<file path="src/rtl/pc_fetch_unit.sv">
// Program counter and fetch sequencer for the MIPS datapath.
// Issues sequential fetch addresses, applies JR/J/branch redirects and flushes IF/ID after each redirect.
module pc_fetch_unit #(
    parameter logic [31:0] RESET_PC = 32'h0000_0000
) (
    input  logic        clk,
    input  logic        reset,
    input  logic        imem_ready,
    input  logic        stall,
    input  logic        branch_taken,
    input  logic [31:0] imm_ext,
    input  logic [31:0] id_pc_plus4,
    input  logic        jump,
    input  logic [25:0] jump_index,
    input  logic        jr,
    input  logic [31:0] jr_target,
    output logic [31:0] pc,
    output logic [31:0] pc_plus4,
    output logic [31:0] branch_target,
    output logic        fetch_valid,
    output logic        flush,
    output logic        misaligned
);

    typedef enum logic [1:0] {
        ST_INIT     = 2'd0,
        ST_FETCH    = 2'd1,
        ST_REDIRECT = 2'd2
    } state_t;

    state_t      state_q, state_d;
    logic [31:0] pc_q, pc_d;
    logic        misaligned_q, misaligned_d;

    logic [31:0] jump_target;
    logic [31:0] jr_target_aligned;
    logic [31:0] redirect_target;
    logic        redirect;

    // The top two immediate bits fall off the end of the word shift.
    logic unused_imm_hi;
    assign unused_imm_hi = ^imm_ext[31:30];

    assign pc_plus4          = pc_q + 32'd4;
    assign branch_target     = id_pc_plus4 + {imm_ext[29:0], 2'b00};
    assign jump_target       = {id_pc_plus4[31:28], jump_index, 2'b00};
    assign jr_target_aligned = {jr_target[31:2], 2'b00};
    assign redirect          = jr | jump | branch_taken;

    always_comb begin
        redirect_target = branch_target;
        if (jr) begin
            redirect_target = jr_target_aligned;
        end else if (jump) begin
            redirect_target = jump_target;
        end
    end

    // NOTE: every output of this block gets a default first, so no path leaves a latch behind.
    always_comb begin
        state_d      = state_q;
        pc_d         = pc_q;
        misaligned_d = misaligned_q;
        fetch_valid  = 1'b0;
        flush        = 1'b0;
        case (state_q)
            ST_INIT: begin
                state_d = ST_FETCH;
            end
            ST_FETCH: begin
                fetch_valid = imem_ready & ~stall;
                if (!stall) begin
                    if (redirect) begin
                        pc_d    = redirect_target;
                        state_d = ST_REDIRECT;
                        if (jr && (jr_target[1:0] != 2'b00)) begin
                            misaligned_d = 1'b1;
                        end
                    end else if (imem_ready) begin
                        pc_d = pc_plus4;
                    end
                end
            end
            ST_REDIRECT: begin
                // Redirect inputs here belong to the instruction being squashed.
                flush   = 1'b1;
                state_d = ST_FETCH;
            end
            default: begin
                state_d = ST_INIT;
            end
        endcase
    end

    // NOTE: non-blocking assignments keep every flop sampling pre-edge values, whatever the block order.
    always_ff @(posedge clk or posedge reset) begin
        if (reset) begin
            state_q      <= ST_INIT;
            pc_q         <= RESET_PC;
            misaligned_q <= 1'b0;
        end else begin
            state_q      <= state_d;
            pc_q         <= pc_d;
            misaligned_q <= misaligned_d;
        end
    end

    assign pc         = pc_q;
    assign misaligned = misaligned_q;

endmodule

</file>
<file path="config.mk">
export PLATFORM = sky130hd
export DESIGN_NAME = pc_fetch_unit
export DESIGN_NICKNAME = d
export VERILOG_FILES = /design/src/rtl/pc_fetch_unit.sv
export SDC_FILE = /design/constraint.sdc
export NUM_CORES = 1
export LEC_CHECK = 0
export ABC_AREA = 1
export CAP_MARGIN = 20
export CORE_ASPECT_RATIO = 2
export CORE_UTILIZATION = 47
export DETAILED_ROUTE_END_ITERATION = 10
export GPL_TIMING_DRIVEN = 0
export PLACE_DENSITY = 0.83
export RECOVER_POWER = 50
export SYNTH_ARGS = -nofsm -noshare
export SYNTH_HDL_FRONTEND = slang
export SYNTH_SLANG_ARGS = --single-unit
</file>
<file path="constraint.sdc">
create_clock -name clk -period 3.4 [get_ports clk]
set_input_delay 0.68 -clock clk [delete_from_list [all_inputs] [get_ports clk]]
set_output_delay 0.68 -clock clk [all_outputs]
set_load 0.01 [all_outputs]
</file>
==> metrics.md, run 1 <==
| Metric | Value |
|---|---|
| Outcome | `complete, but fails checks` |
| Violated checks | `setup timing` |
| Sw Share | `0.457` |
| IO Count | `228` |
| Ys Warns | `0` |
| FF-to-FF path depth | `10` |
| Pwr/cell area | `412 nW/µm²` |
| PnR worst setup slack | `-100 ps` |
| Mux cell area share after synthesis | `0` |
| DRC | `0` |
| Reg2Reg Setup Slack | `1240 ps` |
| Synth top area share | `0.263` |
| Hold crit path type | `reg2reg` |
| Wire length of the first global-routing pass | `37700 µm` |
| Detailed Route WL | `27100 µm` |
| Final #Nets | `1435` |
| Worst Setup End Kind | `output port` |
| Synth Area in Simple Gates | `0.473` |
| Area of the mapped netlist | `5520 µm²` |
| Final Hold Fails | `0` |
| Total global-route track usage | `0.411` |
| H-tree depth | `2` |
| CTS Buffer Depth | `2` |
| Register bit total from synthesis | `35` |
| GR Util met1 | `0.366` |
| Slew @ Worst Pin | `1460 ps` |
| FP Rows | `55` |
| Cell family with most CP delay | `buffers and inverters` |
| Number of global-route vias before repair | `7615` |
| Synth unique cells | `41` |
| Reg2reg start | `pc[2]` |
| Layout Skew | `8.23 ps` |
| Post-Route Setup TNS | `-371 ps` |
| Fmax | `0.286 GHz` |
| Number of flops mapped to enable cells by yosys | `0` |
| RSZ-0062 raised after global routing | `yes` |
| Area delta synth->final | `58.4%` |
| Period utilization | `1.03` |
| Met2 usage | `0.750` |
| Crit path from | `imm_ext[9]` |
| Synth Flop Type | `dfrtp_1` |
| Max Cap Violations | `0` |
| CTS root buffer | `clkbuf_16` |
| Internal power | `0.00196 W` |
| Final setup fails | `9` |
| Share of cells above drive strength 1 | `0.128` |
| Largest family of logic cells by synthesized area | `simple AND/OR/NAND/NOR gates` |
| Pre-Repair DR Iteration Count | `6` |
| Crit-path slowest cell | `clkdlybuf4s50_1` |
| Die W | `78.6 µm` |
| Post-synthesis adder-cell area fraction | `0.0716` |
| Antenna-violating nets left | `0` |
| Drt via density | `5.64` |
| CP max stage delay | `510 ps` |
| Gr busiest metal | `met2` |
| Grt met3 use | `0.0663` |
| Worst reg2reg endpoint | `pc[31]` |
| Synth area leaders | `nand2_1, dfrtp_1, inv_1` |
| P_sw | `0.00165 W` |
| Syn Area/Cell | `5.42 µm²` |
| Initial antenna violation count | `0` |
| Number of cells produced by synthesis | `1018` |
| Layout Cells excl Fill | `1418` |
| Placed cells | `1384` |
| DRT iter0 DRCs | `555` |
| Worst rel slew slack | `0.0279` |
| Critical Path AT | `2820 ps` |
| Asr flop ratio synth | `1.00` |
| Leakage | `4.56 nW` |
| CTS Buf Count | `5` |
| Worst-Skew Late Latency | `290 ps` |
| Synth Area in Compound Gates | `0.114` |
| Crit Path Class | `in2out` |
| Overall power | `0.00360 W` |
| Part of the power in registers | `0.211` |
| Chip height | `155 µm` |
| # fillers | `923` |
| Fin. max-slew vios | `0` |
| Core Region | `11400 µm²` |
| CP Launch Type | `input pin` |
| WP data required | `2720 ps` |
| RePlAce Congestion | `0.998` |
| GRT overflow | `0` |
| CTS Sinks | `35` |
| Worst setup path end | `branch_target[14]` |
| Detailed placer's ending HPWL | `19900 µm` |
| Combinational group share of total power | `0.635` |
| Sequential area share after synthesis | `0.159` |
| Hold slack | `485 ps` |
| Crit. path cell count | `8` |
| Antenna Cells | `0` |
| Buffers and inverters on the worst path | `2` |
| Post-Syn Nets | `1178` |
| Tmin final | `3500 ps` |
| CP max FO | `4` |
| Crit path cell chain | `clkdlybuf4s50_1, ha_4, nand2_1, nand2_1, a21oi_2, nand3_4, xor2_2, clkdlybuf4s15_2` |
| Pin count of the biggest net entering global routing | `36` |
| Dpl ws | `-664 ps` |
| Die area | `12200 µm²` |
| Clock network power share | `0.154` |
| Starting density of the core | `0.486` |
| Clk slew on worst S/H paths | `60 ps` |
| TritonCTS clock tree | `done` |
| Vias | `7991` |
| Port-buffer cells | `224` |
| Worst vdd ir | `0.000276 V` |
| Post-DR wirelength/cell | `19.1 µm` |
| Synth area leader | `nand2_1` |
| Post-Synth XOR/XNOR Area | `0.0444` |
| Most used cell along the critical path | `nand2_1` |
worst min-delay path by stage:
stage	from	to	slack [ps]	cells past startpoint
2_1_floorplan	state_q[1]	state_q[0]	440	1
3_3_place_gp	state_q[1]	state_q[0]	460	1
3_5_place_dp	state_q[1]	state_q[0]	480	1
4_1_cts	state_q[1]	state_q[0]	490	1
5_1_grt	state_q[1]	state_q[0]	510	1
6_report	state_q[1]	state_q[0]	480	1
power groups by stage:
stage | sequential, W | combinational [W] | clock (W)
6_report | 0.000761 | 0.00229 | 0.000556
5_1_grt | 0.000779 | 0.00244 | 0.000572
4_1_cts | 0.000757 | 0.00222 | 0.000549
3_5_place_dp | 0.000763 | 0.00214 | 0
3_3_place_gp | 0.000758 | 0.00213 | 0
2_1_floorplan | 0.000764 | 0.000991 | 0
state kept, by name, indices dropped and copies added, names as in the netlist:
register    count
state_q         2
pc             32
misaligned      1
layer usage:
| metal | part of all wire | up-vias |
|---|---|---|
| met1 | 0.31 | 3533 |
| met2 | 0.51 | 569 |
| met4 | 0.11 | 0 |
| met5 | 0 | - |
| met3 | 0.076 | 214 |
| li1 | - | 3675 |
what timing repair did:
| action | CTS | global route |
|---|---|---|
| setup endpoints to repair | 29 | 33 |
| buffers inserted | 14 | 12 |
| pin swaps | 13 | 12 |
| resized for setup | 120 | 48 |
| hold buffers | 0 | 0 |
placed cells by master, fill, tap and decap left out, types with 6 or more instances in the layout:
cell type,n
xor2_1,14
inv_1,152
nand3b_1,9
buf_4,28
ha_1,10
nand2_2,22
nand2_1,368
a21oi_1,43
nor3_1,7
nor2_1,103
dfrtp_1,34
o21ai_0,43
dlygate4sd3_1,40
nand3_1,57
nand4_1,7
xnor2_1,6
buf_2,13
clkdlybuf4s50_1,150
dlymetal6s2s_1,10
ha_4,16
nor2_2,12
dlygate4sd2_1,9
clkbuf_1,15
inv_2,9
through the flow:
stage,instance area (µm²),util
finish,8740,0.770
global route,8740,0.770
CTS,8530,0.751
detailed placement,7940,0.699
global placement,7940,0.699
floorplan,5520,-
cells in the mapped netlist (2+ instances only):
master,instances
buf_2,5
nand2_4,2
clkbuf_1,15
xor2_1,20
nand3_1,65
inv_1,155
o21a_1,2
o21ai_0,43
nor2_1,115
nand2_2,4
o211ai_1,3
xnor2_1,8
o21ai_1,5
dfrtp_1,35
nor3_1,8
buf_4,4
nor3_4,3
ha_1,30
o21bai_1,5
o22ai_1,5
nand2_1,387
nand3b_1,9
nand4_1,7
nor2_4,5
a21oi_1,49
nor4_1,5
buf_6,4
and2_1,2
inv_2,6
worst reg2reg max path, cell delays in order, from the launching register on:
cell and delay, ps:
dfrtp_2 440, nand3_1 180, nor2_1 530, inv_1 90, nor2_1 250, nand2_1 130, xor2_1 180, o21ai_1 120
inv_1 50, nand2_1 60, nand2_1 40
kinds of logic (layout without fill, tap and decap cells):
family          count (synthesis)  count (layout)
flops                          35              35
xor+xnor                       28              28
buf+inv                       190             448
simple gates                  618             618
fa+ha+maj                      31              31
compound gates                116             116
layout make-up:
class                           instances  area, µm²  area share
Tap cell                              142        178      0.0203
Clock buffer                            6        139      0.0159
Clock inverter                          2       35.0     0.00401
Timing Repair Buffer                  250       2410       0.276
Sequential cell                        35        877       0.100
Inverter                              162        608      0.0695
Buffer                                 28        150      0.0172
Multi-Input combinational cell        793       4350       0.497
Power figures use the tool's default switching activity.
==> run 2, diff against run 1 <==
Settings changed: ABC_CLOCK_PERIOD_IN_PS set to 3400.
==> results of run 2 <==
The final DEF is identical to that of run 1; final timing and power are the same.
